==> config.mk <==
export PLATFORM = sky130hd
export DESIGN_NAME = clock_ctl
export DESIGN_NICKNAME = d
export VERILOG_FILES = /design/src/rtl/clock_ctl.sv
export SDC_FILE = /design/constraint.sdc
export NUM_CORES = 1
export LEC_CHECK = 0
export ABC_AREA = 1
export CAP_MARGIN = 30
export CORE_UTILIZATION = 50
export CTS_CLUSTER_DIAMETER = 50
export CTS_CLUSTER_SIZE = 8
export DETAILED_ROUTE_END_ITERATION = 12
export PLACE_DENSITY = 0.75
export SLEW_MARGIN = 20
export SYNTH_ARGS = -nofsm -noshare
export SYNTH_HDL_FRONTEND = slang
export SYNTH_SLANG_ARGS = --single-unit
export TNS_END_PERCENT = 5
==> constraint.sdc <==
create_clock -name clk -period 3.9 [get_ports clk]
set_clock_uncertainty 0.15 [all_clocks]
set_input_delay 0.585 -clock clk [delete_from_list [all_inputs] [get_ports clk]]
set_output_delay 0.585 -clock clk [all_outputs]
set_load 0.05 [all_outputs]
==> src/rtl/clock_ctl.sv <==
// Run/halt/single-step clock controller for the cpu block.
// Derives the cpu clk/iclk phase pair and sequences cpu reset.
//
// Ports:
//   clk, rst        master clock, async active-high reset
//   run_req         free-run request (rising edge)
//   halt_req        halt request (rising edge)
//   step_req        single-cycle request (rising edge)
//   brk             cpu breakpoint output
//   div[DIV_W]      phase length minus one, in master cycles
//   cpu_clk/iclk    cpu phase pair, iclk = ~cpu_clk
//   cpu_rst/crstn   cpu reset, crstn = ~cpu_rst
//   ctrlen          cpu control enable
//   running/halted  status flags
//   cycles[16]      completed cpu cycles since reset hold ended
module clock_ctl #(
  parameter int DIV_W   = 8,
  parameter int RST_CYC = 4
) (
  input  logic             clk,
  input  logic             rst,
  input  logic             run_req,
  input  logic             halt_req,
  input  logic             step_req,
  input  logic             brk,
  input  logic [DIV_W-1:0] div,
  output logic             cpu_clk,
  output logic             cpu_iclk,
  output logic             cpu_rst,
  output logic             crstn,
  output logic             ctrlen,
  output logic             running,
  output logic             halted,
  output logic [15:0]      cycles
);

  localparam int RW = (RST_CYC > 1) ? $clog2(RST_CYC) : 1;

  typedef enum logic [1:0] {
    ST_RST,
    ST_HALT,
    ST_RUN,
    ST_STEP
  } state_t;

  state_t           r_state;
  state_t           w_state_n;
  logic             r_act;
  logic             w_act_n;
  logic             r_ph;
  logic             w_ph_n;
  logic [DIV_W-1:0] r_cnt;
  logic [DIV_W-1:0] w_cnt_n;
  logic [RW-1:0]    r_rcnt;
  logic [RW-1:0]    w_rcnt_n;
  logic [15:0]      r_cycles;
  logic [15:0]      w_cycles_n;
  logic             r_pend;
  logic             w_pend_n;
  logic             r_first;
  logic             w_first_n;
  logic             r_clk;
  logic             w_clk_n;

  logic             r_iclk;
  logic             r_cpu_rst;
  logic             r_crstn;
  logic             r_ctrlen;
  logic             r_running;
  logic             r_halted;

  logic             r_run_p;
  logic             r_halt_p;
  logic             r_step_p;

  logic             w_run_e;
  logic             w_halt_e;
  logic             w_step_e;
  logic             w_brk_stop;
  logic             w_in_rst_n;

  // r_act: a cpu cycle is in progress; r_ph: 0 = PH_HI, 1 = PH_LO.
  // r_cnt counts down the current phase; at zero the phase ends.
  always_comb begin
    w_state_n  = r_state;
    w_act_n    = r_act;
    w_ph_n     = r_ph;
    w_cnt_n    = r_cnt;
    w_rcnt_n   = r_rcnt;
    w_cycles_n = r_cycles;
    w_pend_n   = r_pend;
    w_first_n  = r_first;
    w_clk_n    = r_clk;

    w_run_e    = run_req  & ~r_run_p;
    w_halt_e   = halt_req & ~r_halt_p;
    w_step_e   = step_req & ~r_step_p;
    // first cycle after a run ignores brk so the cpu can
    // leave the breakpoint it stopped on
    w_brk_stop = brk & ~r_first;

    if ((r_state == ST_RUN || r_state == ST_STEP) && w_halt_e)
      w_pend_n = 1'b1;

    unique case (r_state)
      ST_HALT: begin
        w_pend_n = 1'b0;
        if (w_halt_e) begin
          w_state_n = ST_HALT;
        end else if (w_run_e) begin
          w_state_n = ST_RUN;
          w_first_n = 1'b1;
        end else if (w_step_e) begin
          w_state_n = ST_STEP;
        end
      end
      default: begin
        if (!r_act) begin
          w_act_n = 1'b1;
          w_ph_n  = 1'b0;
          w_cnt_n = div;
          w_clk_n = 1'b1;
        end else if (r_cnt != '0) begin
          w_cnt_n = r_cnt - DIV_W'(1);
        end else if (!r_ph) begin
          w_ph_n  = 1'b1;
          w_cnt_n = div;
          w_clk_n = 1'b0;
        end else begin
          // end of PH_LO: cycle complete
          w_act_n = 1'b0;
          w_clk_n = 1'b0;
          if (r_state == ST_RST) begin
            if (r_rcnt == RW'(RST_CYC - 1)) begin
              w_state_n = ST_HALT;
            end else begin
              w_rcnt_n = r_rcnt + RW'(1);
              w_act_n  = 1'b1;
              w_ph_n   = 1'b0;
              w_cnt_n  = div;
              w_clk_n  = 1'b1;
            end
          end else begin
            w_cycles_n = r_cycles + 16'd1;
            w_first_n  = 1'b0;
            if (r_state == ST_RUN &&
                !(r_pend | w_halt_e | w_brk_stop)) begin
              w_act_n = 1'b1;
              w_ph_n  = 1'b0;
              w_cnt_n = div;
              w_clk_n = 1'b1;
            end else begin
              w_state_n = ST_HALT;
              w_pend_n  = 1'b0;
            end
          end
        end
      end
    endcase
  end

  assign w_in_rst_n = (w_state_n == ST_RST);

  always_ff @(posedge clk or posedge rst) begin
    if (rst) begin
      r_state  <= ST_RST;
      r_act    <= 1'b0;
      r_ph     <= 1'b0;
      r_cnt    <= '0;
      r_rcnt   <= '0;
      r_cycles <= 16'd0;
      r_pend   <= 1'b0;
      r_first  <= 1'b0;
      r_clk    <= 1'b0;
      r_run_p  <= 1'b1;
      r_halt_p <= 1'b1;
      r_step_p <= 1'b1;
    end else begin
      r_state  <= w_state_n;
      r_act    <= w_act_n;
      r_ph     <= w_ph_n;
      r_cnt    <= w_cnt_n;
      r_rcnt   <= w_rcnt_n;
      r_cycles <= w_cycles_n;
      r_pend   <= w_pend_n;
      r_first  <= w_first_n;
      r_clk    <= w_clk_n;
      r_run_p  <= run_req;
      r_halt_p <= halt_req;
      r_step_p <= step_req;
    end
  end

  // status outputs follow the next state so they switch
  // on the same edge as the phase outputs
  always_ff @(posedge clk or posedge rst) begin
    if (rst) begin
      r_iclk    <= 1'b1;
      r_cpu_rst <= 1'b1;
      r_crstn   <= 1'b0;
      r_ctrlen  <= 1'b0;
      r_running <= 1'b0;
      r_halted  <= 1'b0;
    end else begin
      r_iclk    <= ~w_clk_n;
      r_cpu_rst <= w_in_rst_n;
      r_crstn   <= ~w_in_rst_n;
      r_ctrlen  <= ~w_in_rst_n;
      r_running <= (w_state_n == ST_RUN) ||
                   (w_state_n == ST_STEP);
      r_halted  <= (w_state_n == ST_HALT);
    end
  end

  assign cpu_clk  = r_clk;
  assign cpu_iclk = r_iclk;
  assign cpu_rst  = r_cpu_rst;
  assign crstn    = r_crstn;
  assign ctrlen   = r_ctrlen;
  assign running  = r_running;
  assign halted   = r_halted;
  assign cycles   = r_cycles;

endmodule
# [After elaboration in Yosys (flattened, before gate mapping)]
# Index checks and enable logic that the tools add are counted.
[word_totals] register_bits=41 inputBits=14 out_inout_bits=23 word_cells=111
[classes] n_addsub=3 n_eq_ne=14 muxes=46 bitwise=16 reduce_logical=15
[op_table] op="$mux W8" count=6
[op_table] op="$mux W1" count=30
[op_table] op="$mux W2" count=10
[op_table] op="$add A16 B1 Y16 const B" count=1
[op_table] op="$reduce_and A6 Y1" count=2
[op_table] op="$eq A2 B2 Y1 const B" count=5
[op_table] op="$not A1 Y1" count=10
[op_table] op="$reduce_bool A8 Y1" count=1
[op_table] op="$sub A8 B1 Y8 const B" count=1
[op_table] op="$ne A2 B2 Y1 const B" count=3
[op_table] op="$ne A5 B2 Y1 const B" count=1
[op_table] op="$ne A5 B5 Y1 const B" count=1
[op_table] op="$reduce_and A5 Y1" count=1
[op_table] op="$and A1 B1 Y1" count=4
[op_table] op="$eq A2 B1 Y1 const B" count=2
[op_table] op="$logic_not A2 Y1" count=2
[op_table] op="$ne A2 B1 Y1 const B" count=2
[op_table] op="$reduce_bool A2 Y1" count=2
[op_table] op="$reduce_and A3 Y1" count=1
[op_table] op="$add A2 B1 Y2 const B" count=1
[op_table] op="$logic_and A1 B1 Y1" count=2
[op_table] op="$logic_or A1 B1 Y1" count=2
[op_table] op="$or A1 B1 Y1" count=2
[op_table] op="$reduce_and A2 Y1" count=1
[op_table] op="$logic_not A1 Y1" count=1

# [Longest topological paths before layout]
# Gate-level depths: netlist (run 1).
[logic_depth] ltp_word=14 ltp_mapped=10 ltp_nobuf=10

# [Worst setup path before layout (run 1)]
# OpenSTA, ideal clock, no wires.
[synth_path] path_kind="register -> register" from="register r_cycles[0] (netlist: cycles[0])" to="register r_cycles[12] (netlist: cycles[12])" setup_ns=0.120 arrival_time_ns=1.653 required_time_ns=3.630 slack_ns=1.978 path_stages_with_launch=9 n_path_buf=0 period_less_slack_ns=1.922 cell_sequence="dfrtp_1 -> ha_1 -> nand3_1 -> nor3_1 -> nand3_1 -> nor2_4 -> nand2_1 -> nand2_1 -> nand2_1"
[synth_between] elab_chain_len=1
[synth_lines] item="from (decl)" line_no="56" text="logic [15:0] r_cycles;"
[synth_lines] item="from (signal assigned)" line_no="184" text="r_cycles <= w_cycles_n;"
[synth_lines] item="$add A16 B1 Y16" line_no="144" text="w_cycles_n = r_cycles + 16'd1;"
# No other way between the ends.
# A chain may end at the register's enable or synchronous reset.

# [Worst setup path in the final report (run 1)]
[layout_path] from="register r_cycles[9] (netlist: cycles[9])" to="output cycles[9]"
[layout_lines] item="to (decl)" line_no="34" text="output logic [15:0] cycles"
# No word-level cell between the ends.

==> results of run 1 <==
[sequential cells by signal, indices dropped and copies added (netlist names)]
name,count
r_run_p,1
r_ph,1
ctrlen,1
r_halt_p,1
halted,1
r_cnt,8
cpu_rst,1
r_first,1
cpu_clk,1
running,1
r_rcnt,2
cpu_iclk,1
cycles,16
r_pend,1
r_step_p,1
r_state,2
r_act,1
[layer usage]
| layer | vias up | global-route usage [%] |
|---|---|---|
| met5 | - | 0 |
| met4 | 0 | 5.44 |
| met1 | 872 | 25.9 |
| met2 | 32 | 35.5 |
| li1 | 968 | - |
| met3 | 5 | 4.36 |
[layout make-up]
type | instances | area [µm²] | share of cell area (%)
clock buffer | 6 | 82.6 | 2.97
sequential | 41 | 1030 | 37.1
inverter | 37 | 144 | 5.17
multi-input combinational | 200 | 1080 | 38.7
timing repair buffer | 37 | 368 | 13.2
clock inverter | 2 | 13.8 | 0.495
tap | 52 | 65.1 | 2.34
[logic make-up after synthesis]
family	Yosys count	share of synthesized area, %
XOR/XNOR	13	5.00
adder cells (fa/ha/maj)	4	2.20
AO/OA/AOI/OAI	29	8.02
buffers and inverters	40	7.36
AND/OR/NAND/NOR	154	32.1
flip-flops	41	45.3
[worst reg2reg max path, cell delays in order (launching register included)]
cell     delay (ns)
dfrtp_1        0.38
inv_1          0.15
ha_1           0.20
nand2_2        0.11
nor2_4         0.18
nand2_2        0.08
nor3_4         0.36
inv_1          0.21
nand2_1        0.10
nand2_1        0.05
[per-stage QoR]
step                utilization, %  power (mW)  cell area, µm²  setup slack [ns]  cells
floorplan                        -        1.14            2280              1.98    281
global placement              61.7        1.29            2690              1.80    367
detailed placement            61.7        1.31            2690              1.77    367
CTS                           63.9        1.61            2780              1.53    375
global route                  63.9        1.72            2780              1.48    375
finish                        63.9        1.60            2780              1.54    375
[synthesized netlist by cell type, types with 2 or more instances]
cell type	n	share of area [%]
nand4_1	2	0.55
nor2_2	6	1.6
nand2_2	7	1.9
o21ai_0	15	3.3
nand3_1	16	3.5
nor3_1	7	1.5
nand3_2	2	0.88
nand2_4	2	0.99
a21oi_1	2	0.44
nand3b_1	6	2.0
o21ai_2	7	2.7
xor2_1	10	3.8
ha_1	4	2.2
o21ai_1	2	0.44
nor2_4	2	0.99
dfrtp_1	36	40
dfstp_2	5	5.8
nand2_1	83	14
inv_2	4	0.66
inv_1	32	5.3
xnor2_1	3	1.2
nor2_1	18	3.0
[worst min-delay path by stage]
stage               startpoint        end  slack (ns)
floorplan            r_rcnt[1]  r_rcnt[1]        0.30
global placement       cpu_clk   cpu_iclk        0.31
detailed placement     cpu_clk   cpu_iclk        0.30
CTS                    cpu_clk   cpu_iclk        0.32
global route           cpu_clk   cpu_iclk        0.35
finish                 cpu_clk   cpu_iclk        0.32
[power groups by stage]
stage | logic, mW | clock network, mW | registers [mW]
2_1_floorplan | 0.452 | 0 | 0.692
3_3_place_gp | 0.679 | 0 | 0.611
3_5_place_dp | 0.695 | 0 | 0.614
4_1_cts | 0.699 | 0.304 | 0.607
5_1_grt | 0.771 | 0.324 | 0.620
6_report | 0.694 | 0.296 | 0.607
==> results.ini, run 1 <==
[clock_network]
hold_buffers=0
clockRootBuffer=clkbuf_8
cts_tree=built
cts.repair.resized=0
clk_latency_ns=0.30
cts_sinks=41
cts_setup_buffers=0
clk_pin_slew_worst_paths_ns=0.08
cts_max_level=2
clk_path_buf_depth=2
cts_made_buffers=5

[global_routing]
grt.overflow.total=0
grt_pass1_vias=1882
grt_usage_pct=20.5
grt_max_degree=42
antenna_found_initial=0
grt_pass1_wl_mm=8.09

[sta]
rsz0062_at_grt=no
setup_viol=0
fin_crit_ns=2.36
worst_pin_slew_ns=0.531
tns_ns=0
slew_viol_final=0
slew_headroom_pct=64.6
fin_crit_sh_pct=60.6
holdWs_ns=0.316
timing_hold_violations_final=0
timing.fmax_mhz=423

[power_and_ir_drop]
p_leak_nw=1.28
p_per_area_nw_per_um2=574
internal_power_mw=0.914
combinationalPowerShare_pct=43.5
swShare_pct=42.7
p_sw_mw=0.682
ir_worst_vdd_mv=0.460
pwr-share-clk_pct=18.5
p_seq_share_pct=38.0

[die]
core_area_um2=4350
initial_core_util_pct=52.3
die-area_um2=4830
fp.dieH_um=69.5
fp-row-count=24
fp.dieW_um=69.5
ioPinCount=37

[drt]
routedWlPerCell_um=11.9
wl_mm=4.46
routed.top_layer=met4
routedLengthMet1_mm=2.03
via_count=1877
viasPerCell=5.01
ant_nets=0
first_pass_iters=4
dr_wl_met2_mm=2.25
route.detailed.drc=0
wl_met3_um=133
dr.first_iter.drc_count=97

[synth]
yosys_warnings=0
syn_area_um2=2280
syn_nets=299
ys_seq_area_share_pct=45.3
async_flop_share_pct=100
synth_ff_type=dfrtp_1
synth_seq_cells=41
syn_inst=281
synth_cell_types=32
synth_edf_count=0
avgSynthCellArea_um2=8.10

[final_layout]
area_growth_pct=22.2
layout.nets=340
drive_above_1_share_pct=15.2
most-common-layout-cells=83 x nand2_1, 36 x dfrtp_1, 36 x clkdlybuf4s50_1
n_antenna_cell=0
nFillCells=378
final_common_cell=nand2_1

[worst_hold_path]
holdCritPathClass=reg -> reg
min_path_cells=1

[setup_path]
crit_fanout=7
start_kind=flip-flop
r2r_cells=9
cp_cell_sequence=clkdlybuf4s50_1
path_buf_inv=1
crit_family=buffers and inverters
arrival_ns=1.63
worstReg2RegEnd=cycles[11]
path_class=reg -> out
max_stage_delay_ns=0.85
r2r_start=r_cnt[1]
startpoint=cycles[9]
crit_slowest_cell=clkdlybuf4s50_1
worstPathRequired_ns=3.16
end_kind=primary output
regToRegSetupSlack_ns=1.85
crit_end=cycles[9]
cp.depth=1

[flow_run]
drv_cap=0

[place]
gp_congestion=0.813
dp_hpwl_mm=3.30
port_buffers=36

[status]
run_status=completed

Note: power is estimated with default switching activity, not from simulation.
==> run 2, diff against run 1 <==
--- a/config.mk
+++ b/config.mk
@@ -7,11 +7,11 @@
 export LEC_CHECK = 0
 export ABC_AREA = 1
 export CAP_MARGIN = 30
-export CORE_UTILIZATION = 50
+export CORE_UTILIZATION = 48
 export CTS_CLUSTER_DIAMETER = 50
 export CTS_CLUSTER_SIZE = 8
 export DETAILED_ROUTE_END_ITERATION = 12
-export PLACE_DENSITY = 0.75
+export PLACE_DENSITY = 0.76
 export SLEW_MARGIN = 20
 export SYNTH_ARGS = -nofsm -noshare
 export SYNTH_HDL_FRONTEND = slang
==> constraint.sdc (replaced) <==
create_clock -name clk -period 2.1 [get_ports clk]
set_clock_uncertainty 0.15 [all_clocks]
set_input_delay 0.315 -clock clk [delete_from_list [all_inputs] [get_ports clk]]
set_output_delay 0.315 -clock clk [all_outputs]
set_load 0.05 [all_outputs]
==> run 2 against run 1 <==
Against the previous run: worst hold slack got worse by 0.033 ns; sequential share of layout area shrank 0.48 points; cell count is 0.80% higher; via count unchanged; die area rose by 4.0%; largest cell class unchanged; sequential cell count unchanged; clock power increased by 120%; highest routed layer unchanged.
==> results.ini, run 2 (synthesis gave the netlist of run 1 again) <==
[final_layout]
nFillCells=395  ; was 378
area_growth_pct=23.8  ; was 22.2%
n_antenna_cell=0  ; unchanged
largest_reg_flops=16  ; unchanged
final_area_um2=2820  ; was 2780 µm²
layout.nets=343  ; was 340
drive_above_1_share_pct=16.6  ; was 15.2%
most-common-layout-cells=83 x nand2_1, 36 x dfrtp_1, 32 x inv_1  ; was 83 x nand2_1, 36 x dfrtp_1, 36 x clkdlybuf4s50_1
final_common_cell=nand2_1  ; unchanged

[drt]
wl_mm=4.56  ; was 4.46 mm
routed.top_layer=met4  ; unchanged
via_count=1877  ; unchanged
viasPerCell=4.97  ; was 5.01
dr_wl_met2_mm=2.23  ; was 2.25 mm
first_pass_iters=4  ; unchanged
dr.first_iter.drc_count=117  ; was 97
ant_nets=0  ; unchanged
wl_met3_um=168  ; was 133 µm
routedWlPerCell_um=12.1  ; was 11.9 µm
route.detailed.drc=0  ; unchanged
routedLengthMet1_mm=2.07  ; was 2.03 mm

[sta]
holdWs_ns=0.283  ; was 0.316 ns
fin_ws_ns=0.0562  ; was 1.54 ns
timing_hold_violations_final=0  ; unchanged
fin_crit_ns=2.04
fin_crit_sh_pct=97.3
tns_ns=0  ; unchanged
worst_pin_slew_ns=0.524  ; was 0.531 ns
setup_viol=0  ; unchanged
slew_headroom_pct=65.1  ; was 64.6%
rsz0062_at_grt=no  ; unchanged
slew_viol_final=0  ; unchanged
timing.fmax_mhz=489

[setup_path]
path_buf_inv=1  ; unchanged
path_class=reg -> out  ; unchanged
max_stage_delay_ns=0.84  ; was 0.85 ns
cp_cell_sequence=clkdlybuf4s50_1  ; unchanged
crit_slowest_cell=clkdlybuf4s50_1  ; unchanged
crit_fanout=5  ; was 7
end_kind=primary output  ; unchanged
crit_family=buffers and inverters  ; unchanged
start_kind=flip-flop  ; unchanged
worstPathRequired_ns=1.63  ; was 3.16 ns
regToRegSetupSlack_ns=0.25  ; was 1.85 ns
arrival_ns=1.58  ; was 1.63 ns

[clock_network]
cts_sinks=41  ; unchanged
cts_tree=built  ; unchanged
cts_max_level=2  ; unchanged
cts_made_buffers=5  ; unchanged
clk_path_buf_depth=2  ; unchanged
cts_setup_buffers=0  ; unchanged
clockRootBuffer=clkbuf_8  ; unchanged
clk_latency_ns=0.31  ; was 0.30 ns
clk_pin_slew_worst_paths_ns=0.09  ; was 0.08 ns
hold_buffers=0  ; unchanged

[die]
fp.dieH_um=70.9  ; was 69.5 µm
initial_core_util_pct=51.2  ; was 52.3%
core_area_um2=4440  ; was 4350 µm²
die-area_um2=5020  ; was 4830 µm²
ioPinCount=37  ; unchanged
fp.dieW_um=70.9  ; was 69.5 µm
fp-row-count=24  ; unchanged

[global_routing]
grt_pass1_wl_mm=7.67  ; was 8.09 mm
grt.overflow.total=0  ; unchanged
grt_usage_pct=19.6  ; was 20.5%
grt_pass1_vias=1751  ; was 1882
grt_max_degree=42  ; unchanged
antenna_found_initial=0  ; unchanged

[worst_hold_path]
holdCritPathClass=in -> async  ; was reg -> reg

[status]
run_status=completed  ; unchanged

[place]
dp_hpwl_mm=3.32  ; was 3.30 mm
pre_cts_ws_ns=0.248  ; was 1.77 ns
gp_congestion=0.815  ; was 0.813
port_buffers=36  ; unchanged
place_area_um2=2700  ; was 2690 µm²

[flow_run]
drv_cap=0  ; unchanged

[power_and_ir_drop]
ir_worst_vdd_mv=0.784  ; was 0.460 mV
p_per_area_nw_per_um2=1080  ; was 574 nW/µm²
p_leak_nw=1.36  ; was 1.28 nW

-- run 2: final cells by class --
type                    count  area (µm²)  area share [%]
clock buffers               6        72.6            2.57
clock inverters             2        35.0            1.24
inverters                  37         144            5.10
multi-input cells         200        1080            38.2
flip-flops and latches     41        1030            36.6
well taps                  52        65.1            2.31
repair buffers             40         393            13.9
-- run 2: path summary, 6_finish.rpt --
path,startpoint,end,depth (start not counted)
max in group asynchronous,rst,r_run_p,3
setup reg to reg,r_cnt[1],cycles[12],9
min in group clk,run_req,r_run_p,1
hold / removal,rst,cycles[5],3
hold reg to reg,r_rcnt[1],r_rcnt[1],2
setup / recovery,cycles[8],cycles[8],1
-- run 2: layer usage --
| metal | track usage, % | vias to the layer above |
|---|---|---|
| li1 | - | 977 |
| met1 | 25.0 | 857 |
| met2 | 32.5 | 35 |
| met3 | 3.42 | 8 |
| met4 | 9.56 | 0 |
| met5 | 0 | - |
-- run 2: power by group --
group,switching [mW],internal (mW)
logic,0.828,0.459
registers,0.142,0.986
clock network,0.288,0.353
-- run 2: timing repair --
action	in CTS	in global routing
gates resized for setup	0	4
endpoints found under the setup margin	0	4
hold endpoints to repair	0	0
-- run 2: stage by stage --
step	power, mW	util, %	std cells
floorplan	2.12	-	281
global placement	2.40	60.8	370
detailed placement	2.44	60.8	370
CTS	3.09	63.2	378
global route	3.28	63.4	378
finish	3.06	63.4	378
-- run 2: tightest hold or removal path: stages --
cell	delay, ns
clkdlybuf4s50_1	0.39
inv_1	0.05
buf_4	0.43
